**config.mk**
```make
export PLATFORM = sky130hd
export DESIGN_NAME = pipe_hazard_ctrl
export DESIGN_NICKNAME = d
export VERILOG_FILES = /design/src/rtl/pipe_hazard_ctrl.sv
export SDC_FILE = /design/constraint.sdc
export NUM_CORES = 1
export LEC_CHECK = 0
export CORE_MARGIN = 2
export CORE_UTILIZATION = 40
export CTS_CLUSTER_DIAMETER = 150
export DETAILED_ROUTE_END_ITERATION = 8
export PLACE_DENSITY = 0.83
export SLEW_MARGIN = 20
export SYNTH_ARGS = -nofsm -noshare
export SYNTH_HDL_FRONTEND = slang
export SYNTH_SLANG_ARGS = --single-unit
```
**constraint.sdc**
```tcl
create_clock -name clk -period 2.07 [get_ports clk]
set_input_delay 0.414 -clock clk [delete_from_list [all_inputs] [get_ports clk]]
set_output_delay 0.414 -clock clk [all_outputs]
set_load 0.1 [all_outputs]
```
**src/rtl/pipe_hazard_ctrl.sv**
```systemverilog
// pipe_hazard_ctrl: stall/flush/forwarding controller for a 5-stage pipeline with mul/div occupancy and watchdog.
// Optional macro PIPE_HAZARD_PERF_CNT_EN adds saturating stall_cnt/flush_cnt performance counters.
module pipe_hazard_ctrl #(
  parameter int REG_AW     = 5,
  parameter int MD_MAX_CYC = 40,
  parameter int CNT_W      = 32
) (
  input  logic              clk,
  input  logic              rst,
  input  logic [REG_AW-1:0] id_rs1,
  input  logic [REG_AW-1:0] id_rs2,
  input  logic              id_use_rs1,
  input  logic              id_use_rs2,
  input  logic [REG_AW-1:0] ex_rd,
  input  logic [REG_AW-1:0] mem_rd,
  input  logic              ex_wen,
  input  logic              mem_wen,
  input  logic              ex_is_load,
  input  logic              ex_jb,
  input  logic              ex_md_start,
  input  logic              md_done,
  output logic              pc_stall,
  output logic              d_stall,
  output logic              d_flush,
  output logic              e_flush,
  output logic              e_hold,
  output logic              m_flush,
  output logic [1:0]        fwd1_sel,
  output logic [1:0]        fwd2_sel,
  output logic              md_timeout
`ifdef PIPE_HAZARD_PERF_CNT_EN
  ,
  output logic [CNT_W-1:0]  stall_cnt,
  output logic [CNT_W-1:0]  flush_cnt
`endif
);
  localparam int WD_W = $clog2(MD_MAX_CYC + 1);
  typedef enum logic {RUN, MD_WAIT} state_t;
  state_t           r_state;
  logic [WD_W-1:0]  r_wd_cnt;
  logic [1:0]       r_fwd1, r_fwd2;
  logic             r_md_timeout;
  logic             w_timeout, w_md_hold, w_jb, w_lu, w_hit;
  logic [1:0]       w_fwd1, w_fwd2;
  assign w_timeout = r_state == MD_WAIT && r_wd_cnt == WD_W'(MD_MAX_CYC - 1);
  assign w_md_hold = !rst && ((r_state == RUN && ex_md_start && !md_done) ||
                              (r_state == MD_WAIT && !md_done && !w_timeout));
  assign w_hit = (id_use_rs1 && id_rs1 == ex_rd) || (id_use_rs2 && id_rs2 == ex_rd);
  assign w_jb = !rst && !w_md_hold && ex_jb;
  assign w_lu = !rst && !w_md_hold && !ex_jb && ex_is_load && ex_wen && ex_rd != '0 && w_hit;
  assign pc_stall = w_md_hold || w_lu;
  assign d_stall  = w_md_hold || w_lu;
  assign d_flush  = w_jb;
  assign e_flush  = w_jb || w_lu;
  assign e_hold   = w_md_hold;
  assign m_flush  = w_md_hold;
  assign w_fwd1 = (!id_use_rs1 || id_rs1 == '0) ? 2'b00 :
                  (ex_wen && ex_rd == id_rs1)   ? 2'b01 :
                  (mem_wen && mem_rd == id_rs1) ? 2'b10 : 2'b00;
  assign w_fwd2 = (!id_use_rs2 || id_rs2 == '0) ? 2'b00 :
                  (ex_wen && ex_rd == id_rs2)   ? 2'b01 :
                  (mem_wen && mem_rd == id_rs2) ? 2'b10 : 2'b00;
  assign fwd1_sel   = r_fwd1;
  assign fwd2_sel   = r_fwd2;
  assign md_timeout = r_md_timeout;
  // mul/div occupancy FSM, watchdog, sticky timeout flag and ID/EX forwarding selects
  always_ff @(posedge clk) begin
    if (rst) begin
      r_state      <= RUN;
      r_wd_cnt     <= '0;
      r_fwd1       <= 2'b00;
      r_fwd2       <= 2'b00;
      r_md_timeout <= 1'b0;
    end else begin
      r_state      <= r_state == RUN ? ((ex_md_start && !md_done) ? MD_WAIT : RUN)
                                     : ((md_done || w_timeout) ? RUN : MD_WAIT);
      r_wd_cnt     <= r_state == MD_WAIT ? r_wd_cnt + 1'b1 : '0;
      r_md_timeout <= r_md_timeout || w_timeout;
      r_fwd1       <= e_flush ? 2'b00 : e_hold ? r_fwd1 : w_fwd1;
      r_fwd2       <= e_flush ? 2'b00 : e_hold ? r_fwd2 : w_fwd2;
    end
  end
`ifdef PIPE_HAZARD_PERF_CNT_EN
  logic [CNT_W-1:0] r_stall_cnt, r_flush_cnt;
  assign stall_cnt = r_stall_cnt;
  assign flush_cnt = r_flush_cnt;
  // saturating counts of stalled and flushed cycles
  always_ff @(posedge clk) begin
    if (rst) begin
      r_stall_cnt <= '0;
      r_flush_cnt <= '0;
    end else begin
      r_stall_cnt <= (pc_stall && ~&r_stall_cnt) ? r_stall_cnt + 1'b1 : r_stall_cnt;
      r_flush_cnt <= (d_flush && ~&r_flush_cnt) ? r_flush_cnt + 1'b1 : r_flush_cnt;
    end
  end
`endif
endmodule

```
* Word-level counts from Yosys, hierarchy flattened
Index checks and enable logic that the tools add are counted.
** Operators by class
- $mul :: 0
- Divide/modulo/power cells :: 0
- Add/sub/neg operators :: 1
- Reduce and logical (&&, ||, !) cells :: 40
- Shifts and indexed selects :: 0
- Equality and inequality tests :: 7
- Multiplexer cells :: 9
- $lt $le $gt $ge :: 0
- Bitwise logic cells :: 1
** Operators with widths (number)
- == test 5 bit :: 6
- logical AND 1 bit :: 20
- 2-to-1 mux 2 bit :: 6
- zero test 5 bit :: 2
- logical OR 1 bit :: 8
- zero test 1 bit :: 7
- adder 6 x 1 -> 6 bit (second input constant) :: 1
- == test 6 bit (second input constant) :: 1
- nonzero test 5 bit :: 1
- OR reduction 2 bit :: 2
- 2-to-1 mux 1 bit :: 3
- inverter 1 bit :: 1
** Storage, ports and cells
- Register bits :: 12
- Word-level logic and storage cells :: 63
- Input port bits :: 30
- Memory bits (read-only) :: 0
- RAM bits :: 0
- Bits in latches :: 0
- Memories :: 0

* Depth between registers and ports, before layout
- Depth in word-level cells :: 15
- Depth in mapped cells :: 8
- Mapped depth without buffers :: 8

* Worst setup path after synthesis
No wires, ideal clock.
- Path kind :: register to output
- From :: register r_wd_cnt[0]
- To :: output e_flush
- Data required time :: 1656 ps
- Data arrival time :: 3786 ps
- Setup slack :: -2130 ps
- Cell stages (with the launch flop) :: 6
- Cell sequence :: dfxtp_1 ha_1 and2_1 a21oi_1 nor3_1 nand2b_1
** On the way
- Elaborated cells on any way between the ends :: 15
- Those cells by class :: 1 x eq/ne; 14 x reduce/logical
** RTL lines
- from (decl) :: line 40 : logic [WD_W-1:0] r_wd_cnt;
- from (signal assigned) :: line 77 : r_wd_cnt <= r_state == MD_WAIT ? r_wd_cnt + 1'b1 : '0;
- == test 6 bit :: line 45 : assign w_timeout = r_state == MD_WAIT && r_wd_cnt == WD_W'(MD_MAX_CYC - 1);
- logical AND 1 bit :: line 45
- zero test 1 bit :: line 47 : (r_state == MD_WAIT && !md_done && !w_timeout));
- logical AND 1 bit :: line 47
- logical OR 1 bit :: line 46 : assign w_md_hold = !rst && ((r_state == RUN && ex_md_start && !md_done) ||
- logical AND 1 bit :: line 46
- zero test 1 bit :: line 49 : assign w_jb = !rst && !w_md_hold && ex_jb;
- logical AND 1 bit (2 in series) :: line 49
- net d_flush :: line 24 : output logic d_flush,
- logical OR 1 bit :: line 54 : assign e_flush = w_jb || w_lu;
- to (decl) :: line 25 : output logic e_flush,
The timed path passes the listed nets, and every way through them passes these cells.

* Worst setup path in the final report
- From :: register r_wd_cnt[4]
- To :: output e_flush
** On the way
- Longest elaborated chain between the ends :: 14
- Elaborated cells on any way between the ends :: 15
- Those cells by class :: 1 x eq/ne; 14 x reduce/logical
** Ends and longest elaborated chain
- == test 6 bit (*) :: line 45
- logical AND 1 bit (*) :: line 45
- zero test 1 bit (*) :: line 47
- logical AND 1 bit (*) :: line 47
- logical OR 1 bit (*) :: line 46
- logical AND 1 bit (*) :: line 46
- zero test 1 bit (*) :: line 49, 50
- logical AND 1 bit (*) :: line 49, 50
- logical AND 1 bit (5 in series) :: line 50 : assign w_lu = !rst && !w_md_hold && !ex_jb && ex_is_load && ex_wen && ex_rd != '0 && w_hit;
- logical OR 1 bit (*) :: line 54
Mark *: on every way between the ends. The rest lies on a longest branch, timed or not.

==> summary.md <==
| Metric | Value |
|---|---|
| Area occupied by multi-input gates | `711 um2` |
| CTS tree | `yes` |
| First-pass DRT Iterations | `4` |
| Largest net degree at the start of global routing | `8` |
| Count of fill cells added during filler insertion | `63` |
| CTS Buf Count | `3` |
| Hold path depth | `2` |
| Horiz. Die Dim | `50.0 um` |
| Worst vdd ir | `0.479 mV` |
| Number of buffers inserted by port buffering | `40` |
| Violated checks | `setup timing` |
| Share of cells above drive strength 1 | `0.516` |
| Post-DR vias/cell | `5.56` |
| Run status | `finished, violations left` |
| Clock-pin slew on the worst setup and hold paths | `0.09 ns` |
| Insertion delay of the later-clocked pin in the worst-skew pair | `0.30 ns` |
| Initial standard-cell utilization of the core | `0.426` |
| Synth warn | `0` |
| Worst hold path type | `register to register` |
| Synthesized cell area | `845 um2` |
| Smallest hold slack | `0.520 ns` |
| Antenna violations before repair | `0` |
| Synthesized flop and latch total | `12` |
| RSZ-0062 raised after global routing | `yes` |
| Ratio of total power to cell area | `410 nW/um2` |
| Clock period minus final worst setup slack | `2.19 ns` |
| Number of cell instances on the worst register-to-register path | `9` |
| # DRC | `0` |
| Slew at the pin with the worst max-slew slack | `0.303 ns` |
| WL per Instance | `20.8 um` |
| Initial DRC Count | `49` |
| Area of all sequential standard cells | `250 um2` |
| Unique cell type count in the Yosys netlist | `27` |
| Die H | `50.0 um` |
| Overall routing resource usage | `0.348` |
| Reported leakage power | `0.819 nW` |
| Share of the cycle needed by the critical path after routing | `1.06` |
| Area growth from synthesis to final layout | `120%` |
| Final global-route overflow total | `0` |
| Required time reported for the critical path endpoint | `1.66 ns` |
| Remaining number of nets flagged by the antenna check after routing | `0` |
| Syn Inst Count | `100` |
| Count of final max-slew check failures | `0` |
| Antenna Cells | `0` |
| DPL Wire Length | `2400 um` |
| Avg Cell Area, Syn | `8.45 um2` |
| Vias in the first global route | `1266` |
| Count of maximum capacitance violations | `0` |
| Detailed-route wire length | `4510 um` |
| Max Fclk | `457 MHz` |
| First-pass GRT wire length | `6270 um` |
| Maximum clock path buffer count | `2` |
| Boundary pin count | `41` |
| Final total negative setup slack | `-0.387 ns` |
| Reg2reg setup slack | `0.16 ns` |
| Count of final setup violators | `6` |
| Core Region | `1980 um2` |
| Global placer's final weighted congestion | `0.821` |
| Root buffer cell | `sky130_fd_sc_hd__clkbuf_4` |
| Fin nets | `222` |
| Arrival time at the worst endpoint | `1.77 ns` |
| Clock Sink Count | `12` |
| Row Count | `16` |
| Proportion of synthesized chip area in sequential cells | `0.284` |
| Nature of the critical path endpoint | `output port` |
| Startpoint types | `register` |
| Total die area | `2500 um2` |
| Number of failing hold endpoints at the final stage | `0` |
| Worst-case clock skew | `0.0112 ns` |
| Synthesized Nets | `131` |
| Vias | `1207` |
| Least setup slack across all paths after layout | `-0.118 ns` |
| Level count of the clock H-tree | `1` |
| Critical-path maximum fanout | `3` |
| Type of the worst setup path | `register to output port` |
| Worst max-slew margin expressed relative to the limit | `0.796` |
-- where the power goes --
group          switching [mW]  total [mW]  internal [mW]
Clock                  0.0978       0.205          0.107
Sequential            0.00182       0.234          0.232
Combinational           0.163       0.323          0.160
-- cell families after synthesis --
group | after synthesis | synth area share
xor+xnor | 24 | 0.249
simple gates | 45 | 0.279
flops | 12 | 0.284
buf+inv | 6 | 0.0355
compound gates | 12 | 0.138
fa+ha+maj | 1 | 0.0148
-- critical path, stage by stage, from the launching register on --
cell                       delay [ns]
sky130_fd_sc_hd__dfxtp_2         0.33
sky130_fd_sc_hd__and4bb_2        0.35
sky130_fd_sc_hd__a21oi_4         0.11
sky130_fd_sc_hd__buf_6           0.14
sky130_fd_sc_hd__nor3_4          0.20
sky130_fd_sc_hd__nand2b_4        0.18
sky130_fd_sc_hd__buf_12          0.17
-- per-layer routing --
layer / up-vias / wire [um] / global-route usage
li1: 523 / - / -
met5: - / 0 / 0
met1: 567 / 1750 / 0.378
met2: 89 / 2200 / 0.616
met4: 0 / 223 / 0.218
met3: 28 / 330 / 0.0636
-- timing repair --
item | in CTS | in global routing
hold buffers | 0 | 0
pin swaps | 15 | 6
buffers inserted | 9 | 10
endpoints found under the setup margin | 6 | 6
gates resized for setup | 52 | 8
-- metrics by stage --
stage / setup WS, ns / power [mW] / util / instances / area [um2]
global route: -0.148 / 0.782 / 0.939 / 217 / 1860
floorplan: -0.379 / 0.360 / - / 100 / 933
global placement: -0.350 / 0.504 / 0.808 / 194 / 1600
finish: -0.118 / 0.763 / 0.939 / 217 / 1860
detailed placement: -0.423 / 0.513 / 0.808 / 194 / 1600
CTS: -0.0549 / 0.720 / 0.894 / 207 / 1770
-- worst paths after layout --
kind	from	end
worst max-delay path	r_wd_cnt[4]$_SDFF_PP0_	e_flush
worst min-delay path	fwd2_sel[1]$_SDFFE_PP0N_	fwd2_sel[1]$_SDFFE_PP0N_
worst max register to register	r_wd_cnt[4]$_SDFF_PP0_	fwd1_sel[0]$_SDFFE_PP0N_
worst min register to register	fwd2_sel[1]$_SDFFE_PP0N_	fwd2_sel[1]$_SDFFE_PP0N_
-- registers in the layout (all words and copies together) (netlist names) --
signal / count
fwd2_sel: 2
fwd1_sel: 2
md_timeout: 1
r_wd_cnt: 6
r_state: 1
-- layout make-up --
| cell class | instances | area share |
|---|---|---|
| multi-input cells | 82 | 0.382 |
| flip-flops and latches | 12 | 0.134 |
| repair buffers | 88 | 0.431 |
| well taps | 27 | 0.0182 |
| inverters | 4 | 0.0148 |
| clock buffers | 4 | 0.0195 |
-- cell usage in the layout, fill, tap and decap left out, types with 3 or more instances in the layout --
cell                               n
sky130_fd_sc_hd__buf_4            49
sky130_fd_sc_hd__xnor2_1          12
sky130_fd_sc_hd__nor2_1           11
sky130_fd_sc_hd__clkdlybuf4s50_1  11
sky130_fd_sc_hd__dlygate4sd2_1    11
sky130_fd_sc_hd__xor2_1           10
sky130_fd_sc_hd__nand2_1           8
sky130_fd_sc_hd__dfxtp_1           6
sky130_fd_sc_hd__nand3_1           5
sky130_fd_sc_hd__buf_12            5
sky130_fd_sc_hd__dfxtp_2           5
sky130_fd_sc_hd__buf_6             4
sky130_fd_sc_hd__clkbuf_4          3
sky130_fd_sc_hd__buf_2             3
-- synth_stat cells (all sizes together) --
cell	instances	share of area
a21boi	2	0.027
a21oi	2	0.012
a221oi	1	0.031
a32o	1	0.012
and2	3	0.022
and4bb	1	0.015
buf	2	0.018
clkinv	1	0.0044
dfxtp	12	0.28
ha	1	0.015
inv	3	0.013
nand2	10	0.044
nand2b	3	0.022
nand3	5	0.030
nand4	2	0.015
nor2	11	0.049
nor3	6	0.041
nor3b	1	0.0089
o2111ai	1	0.018
o21ai	2	0.012
o21bai	1	0.0089
o31ai	2	0.018
or4	3	0.031
xnor2	12	0.12
xor2	12	0.12
No activity file was read; power rests on OpenSTA's default activity.
